<file path="src/rtl/hex_scroll_pkg.sv">
// Shared types and segment constants for the
// scrolling hex display controller.
package hex_scroll_pkg;

  typedef enum logic [1:0] {
    IDLE,
    STATIC,
    SCROLL,
    PAUSE
  } state_t;

  localparam logic [6:0] SEG_BLANK = 7'b1111111;

  localparam logic [6:0] SEG_0 = 7'b1000000;
  localparam logic [6:0] SEG_1 = 7'b1111001;
  localparam logic [6:0] SEG_2 = 7'b0100100;
  localparam logic [6:0] SEG_3 = 7'b0110000;
  localparam logic [6:0] SEG_4 = 7'b0011001;
  localparam logic [6:0] SEG_5 = 7'b0010010;
  localparam logic [6:0] SEG_6 = 7'b0000010;
  localparam logic [6:0] SEG_7 = 7'b1111000;
  localparam logic [6:0] SEG_8 = 7'b0000000;
  localparam logic [6:0] SEG_9 = 7'b0010000;
  localparam logic [6:0] SEG_A = 7'b0001000;
  localparam logic [6:0] SEG_B = 7'b0000011;
  localparam logic [6:0] SEG_C = 7'b0100111;
  localparam logic [6:0] SEG_D = 7'b0100001;
  localparam logic [6:0] SEG_E = 7'b0000110;
  localparam logic [6:0] SEG_F = 7'b0001110;

endpackage

</file>
<file path="src/rtl/hex_scroll_ctrl_dec.sv">
// Nibble to active-low 7-segment decoder,
// segment order {g,f,e,d,c,b,a}.
module hex_digit_dec
  import hex_scroll_pkg::*;
(
  input  logic [3:0] nib,
  output logic [6:0] seg
);

  always_comb begin
    seg = SEG_BLANK;
    unique case (1'b1)
      (nib == 4'h0): seg = SEG_0;
      (nib == 4'h1): seg = SEG_1;
      (nib == 4'h2): seg = SEG_2;
      (nib == 4'h3): seg = SEG_3;
      (nib == 4'h4): seg = SEG_4;
      (nib == 4'h5): seg = SEG_5;
      (nib == 4'h6): seg = SEG_6;
      (nib == 4'h7): seg = SEG_7;
      (nib == 4'h8): seg = SEG_8;
      (nib == 4'h9): seg = SEG_9;
      (nib == 4'hA): seg = SEG_A;
      (nib == 4'hB): seg = SEG_B;
      (nib == 4'hC): seg = SEG_C;
      (nib == 4'hD): seg = SEG_D;
      (nib == 4'hE): seg = SEG_E;
      (nib == 4'hF): seg = SEG_F;
      default:       seg = SEG_BLANK;
    endcase
  end

endmodule

</file>
<file path="src/rtl/hex_scroll_ctrl.sv">
// Message buffer plus scrolling 8-digit window
// driving HEX7..HEX0 through registered outputs.
module hex_scroll_ctrl
  import hex_scroll_pkg::*;
#(
  parameter int TICK_DIV = 25_000_000,
  parameter int DEPTH    = 16
) (
  input  logic                   CLOCK_50,
  input  logic                   RST_N,
  input  logic                   clr,
  input  logic                   wr_en,
  input  logic [3:0]             wr_data,
  input  logic                   run,
  output logic                   full,
  output logic [$clog2(DEPTH):0] count,
  output logic [6:0]             HEX7,
  output logic [6:0]             HEX6,
  output logic [6:0]             HEX5,
  output logic [6:0]             HEX4,
  output logic [6:0]             HEX3,
  output logic [6:0]             HEX2,
  output logic [6:0]             HEX1,
  output logic [6:0]             HEX0
);

  localparam int PW = $clog2(DEPTH);
  localparam int CW = PW + 1;
  localparam int TW = $clog2(TICK_DIV);
  localparam logic [TW-1:0] PRE_MAX =
    TW'(TICK_DIV - 1);
  localparam logic [CW-1:0] CNT_MAX = CW'(DEPTH);

  state_t        state;
  state_t        state_nx;
  logic [3:0]    msg [DEPTH];
  logic [PW-1:0] ptr;
  logic [PW-1:0] ptr_nx;
  logic [TW-1:0] pre;
  logic [TW-1:0] pre_nx;
  logic [CW-1:0] cnt_nx;
  logic          wr_ok;
  logic [6:0]    hex_q  [8];
  logic [6:0]    hex_nx [8];

  assign wr_ok = wr_en && !clr && !full;

  always_comb begin
    cnt_nx = count;
    if (clr)
      cnt_nx = '0;
    else if (wr_ok)
      cnt_nx = count + CW'(1);
  end

  always_comb begin
    if (cnt_nx == '0)
      state_nx = IDLE;
    else if (cnt_nx < CW'(8))
      state_nx = STATIC;
    else if (run)
      state_nx = SCROLL;
    else
      state_nx = PAUSE;
  end

  // wrap compares against the pre-write count
  always_comb begin
    ptr_nx = '0;
    pre_nx = '0;
    if (!clr && state == PAUSE) begin
      ptr_nx = ptr;
      pre_nx = pre;
    end else if (!clr && state == SCROLL) begin
      ptr_nx = ptr;
      pre_nx = pre + TW'(1);
      if (pre == PRE_MAX) begin
        pre_nx = '0;
        if ({1'b0, ptr} + CW'(1) == count)
          ptr_nx = '0;
        else
          ptr_nx = ptr + PW'(1);
      end
    end
  end

  for (genvar k = 0; k < 8; k++) begin : g_dig
    logic [CW-1:0] sum;
    logic [CW-1:0] idx;
    logic [3:0]    nib;
    logic [6:0]    seg;

    assign sum = {1'b0, ptr} + CW'(k);
    assign idx = (sum >= count) ? sum - count : sum;
    assign nib = msg[idx[PW-1:0]];

    hex_digit_dec u_dec (
      .nib (nib),
      .seg (seg)
    );

    assign hex_nx[k] =
      (CW'(k) < count) ? seg : SEG_BLANK;
  end

  always_ff @(posedge CLOCK_50) begin
    if (!RST_N) begin
      state <= IDLE;
      count <= '0;
      full  <= 1'b0;
      ptr   <= '0;
      pre   <= '0;
      for (int k = 0; k < 8; k++)
        hex_q[k] <= SEG_BLANK;
    end else begin
      state <= state_nx;
      count <= cnt_nx;
      full  <= (cnt_nx == CNT_MAX);
      ptr   <= ptr_nx;
      pre   <= pre_nx;
      for (int k = 0; k < 8; k++)
        hex_q[k] <= hex_nx[k];
      if (wr_ok)
        msg[count[PW-1:0]] <= wr_data;
    end
  end

  assign HEX7 = hex_q[0];
  assign HEX6 = hex_q[1];
  assign HEX5 = hex_q[2];
  assign HEX4 = hex_q[3];
  assign HEX3 = hex_q[4];
  assign HEX2 = hex_q[5];
  assign HEX1 = hex_q[6];
  assign HEX0 = hex_q[7];

endmodule

</file>
<file path="config.mk">
export PLATFORM = sky130hd
export DESIGN_NAME = hex_scroll_ctrl
export DESIGN_NICKNAME = d
export VERILOG_FILES = /design/src/rtl/hex_scroll_pkg.sv /design/src/rtl/hex_scroll_ctrl_dec.sv /design/src/rtl/hex_scroll_ctrl.sv
export SDC_FILE = /design/constraint.sdc
export NUM_CORES = 1
export LEC_CHECK = 0
export CAP_MARGIN = 20
export CORE_MARGIN = 2
export CORE_UTILIZATION = 35
export DETAILED_ROUTE_END_ITERATION = 7
export HOLD_SLACK_MARGIN = 0.03
export PLACE_DENSITY = 0.49
export SKIP_CTS_REPAIR_TIMING = 1
export SLEW_MARGIN = 25
export SYNTH_ARGS = -nofsm -noshare
export SYNTH_HDL_FRONTEND = slang
export SYNTH_SLANG_ARGS = --single-unit
export TNS_END_PERCENT = 5
</file>
<file path="constraint.sdc">
create_clock -name CLOCK_50 -period 5.9 [get_ports CLOCK_50]
set_input_delay 0.59 -clock CLOCK_50 [delete_from_list [all_inputs] [get_ports CLOCK_50]]
set_output_delay 0.59 -clock CLOCK_50 [all_outputs]
set_load 0.01 [all_outputs]
</file>
==> reports/results.ini <==
[worst_setup_path]
r2r_cells=14
cp.required_ns=6.22
reg2reg_setup_slack_ns=0.46
reg2reg_from=ptr[1]
startpoint_type=flip-flop
r2r-end=hex_q[1][8]
cp_max_fo=22
endpoint_kind=flip-flop
critPathKind=reg -> reg
cp.arrival_ns=5.75

[finish]
mostFrequentLayoutCells=nand2_1, a21oi_1, nor2_1
diodes=0
area_growth_pct=12.1
finalNetCount=1774
final_common_cell=nand2_1
drive_above_1_share_pct=7.23

[job]
cap_violations=0

[logic_synthesis]
synth_area_mm2=0.0138
yosysSeqAreaShare_pct=27.4
syn_inst=1719
ys.flop_type=dfxtp_1
ys_types=93
syn_area_per_cell_um2=8.03
ys_seq_elements=157
syn_nets=1776
yosys_warnings=0
async_flop_share_pct=0
synth_edf_count=64

[detailed_routing]
wl_met2_mm=27.3
wl_mm=64.4
dr.max_layer_used=met4
post-route-drc-count=0
first_pass_iters=6
drt-met1-wl_mm=26.9
routed_via_density=6.42
post_drt_wl_per_cell_um=28.6
vias=14400
first_iter_violations=2063
wl_met3_mm=5.84
drtAntennaViolNets=0

[placed_design]
gp_congestion=1.03
portBuffers=70
pre_cts_ws_ns=0.588
hpwl_mm=43.9

[sta]
finalSetupViolations=0
fin_setup_tns_ns=0
skew_ns=0.0162
slew_headroom_pct=29.4
rsz0062_at_grt=false
timing.final.ws_setup_ns=0.463
tightest_slew_ns=1.05
fmax_mhz=184
report.final.slew_viol_count=0
hold_viol_final=0
layout_min_cycle_time_ns=5.44
fin_crit_sh_pct=92.1

[pwr]
leakagePower_nw=5.81
power.density_mw_per_mm2=178
peakVddDrop_mv=0.213

[min_path]
min-delay-start=state[1]
min_path_cells=1
hold-path-endpoint=pre[4]
hold_path_class=reg -> reg

[grt]
antenna_found_initial=0
grt_use_total_pct=31.1
grt_max_degree=33
grt_pass1_wl_mm=92.2
grt_overflow=0
grt_pass1_vias=13300

[die]
io-pin-count=71
core_mm2=0.0387
initial_utilization_pct=35.6
dieHeight_um=203
die-area_mm2=0.0410
rows=72
die_x_um=203

[clock_tree]
tritoncts=done
cts_sinks=157
cts_buffers=17
clk_latency_ns=0.48
path_clk_slew_ns=0.07
root_buffer=clkbuf_16
clock_tree.buffer_depth=2
cts_htree_levels=4

[run_status]
status=finished clean

==> state kept, by name, indices dropped and copies added, names as in the netlist <==
| signal | count |
|---|---|
| hex_q | 56 |
| msg | 64 |
| count | 5 |
| full | 1 |
| ptr | 4 |
| state | 2 |
| pre | 25 |
==> how the worst max path moves through the flow <==
| stage | startpoint | endpoint | slack (ns) | cells after the start |
|---|---|---|---|---|
| 2_1_floorplan | ptr[1] | hex_q[0][24] | 1.52 | 17 |
| 3_3_place_gp | ptr[1] | hex_q[1][9] | 0.55 | 13 |
| 3_5_place_dp | ptr[1] | hex_q[1][8] | 0.59 | 14 |
| 4_1_cts | ptr[1] | hex_q[1][8] | 0.53 | 14 |
| 5_1_grt | ptr[1] | hex_q[1][23] | 0.06 | 15 |
| 6_report | ptr[1] | hex_q[1][8] | 0.46 | 14 |
==> synth_stat cells (16+ instances only) <==
master / number / area share [%]
a211oi_1: 108 / 5.9
a21o_1: 30 / 1.6
a21oi_1: 157 / 5.7
a221oi_1: 31 / 2.0
a32oi_1: 17 / 1.1
and2_1: 28 / 1.3
buf_2: 50 / 1.8
clkbuf_1: 65 / 1.8
dfxtp_1: 93 / 13
edfxtp_1: 64 / 14
ha_1: 44 / 4.0
inv_1: 49 / 1.3
mux2i_1: 94 / 6.8
nand2_1: 198 / 5.4
nand3_1: 62 / 2.2
nand4_1: 16 / 0.73
nor2_1: 112 / 3.0
nor2b_1: 24 / 1.1
nor3_1: 20 / 0.73
o211ai_1: 41 / 2.2
o21ai_0: 66 / 2.4
xnor2_1: 31 / 2.0
xor2_1: 23 / 1.5
==> kinds of logic after synthesis <==
family,after synthesis,synth area share [%]
mux,96,6.98
xor+xnor,54,3.43
compound gates,636,32.2
simple gates,544,19.5
buf+inv,184,5.93
flops,157,27.4
fa+ha+maj,48,4.57
==> where the power goes <==
| group | leakage, nW | switching [mW] | internal [mW] |
|---|---|---|---|
| clock | 0.285 | 0.540 | 0.598 |
| sequential | 1.33 | 0.00748 | 1.13 |
| combinational | 4.19 | 0.308 | 0.172 |
==> per-layer routing <==
metal / up-vias / track usage, %
met5: - / 0
met4: 0 / 19.2
met3: 232 / 7.16
met2: 820 / 45.9
met1: 6857 / 41.0
li1: 6519 / -
==> metrics by stage <==
stage | power (mW) | cells | util (%) | hold slack (ns) | area (µm²)
floorplan | 1.52 | 1719 | - | 0.466 | 13800
global placement | 1.63 | 2216 | 38.3 | 0.488 | 14900
detailed placement | 1.63 | 2216 | 38.4 | 0.492 | 14900
CTS | 2.77 | 2248 | 39.9 | 0.502 | 15500
global route | 2.87 | 2248 | 39.9 | 0.519 | 15500
finish | 2.76 | 2248 | 39.9 | 0.504 | 15500
==> area by class of cell <==
| type | count | area, µm² |
|---|---|---|
| Fill cell | 3992 | 23300 |
| Multi-Input combinational cell | 1378 | 9230 |
| Tap cell | 518 | 648 |
| Sequential cell | 157 | 3780 |
| Timing Repair Buffer | 113 | 1020 |
| Inverter | 50 | 188 |
| Clock inverter | 14 | 156 |
| Clock buffer | 18 | 429 |
==> critical path, stage by stage (launching register included) <==
cell	delay [ns]
dfxtp_1	0.63
ha_1	0.40
xor2_1	0.46
inv_1	0.18
ha_1	0.37
a21o_1	0.18
a31o_1	0.23
a211oi_2	0.68
a21o_1	0.66
mux2i_1	0.27
o22ai_1	0.13
nor4_2	0.59
nand3_1	0.18
xnor2_1	0.17
o221ai_1	0.13
(Power assumes the default switching activity.)
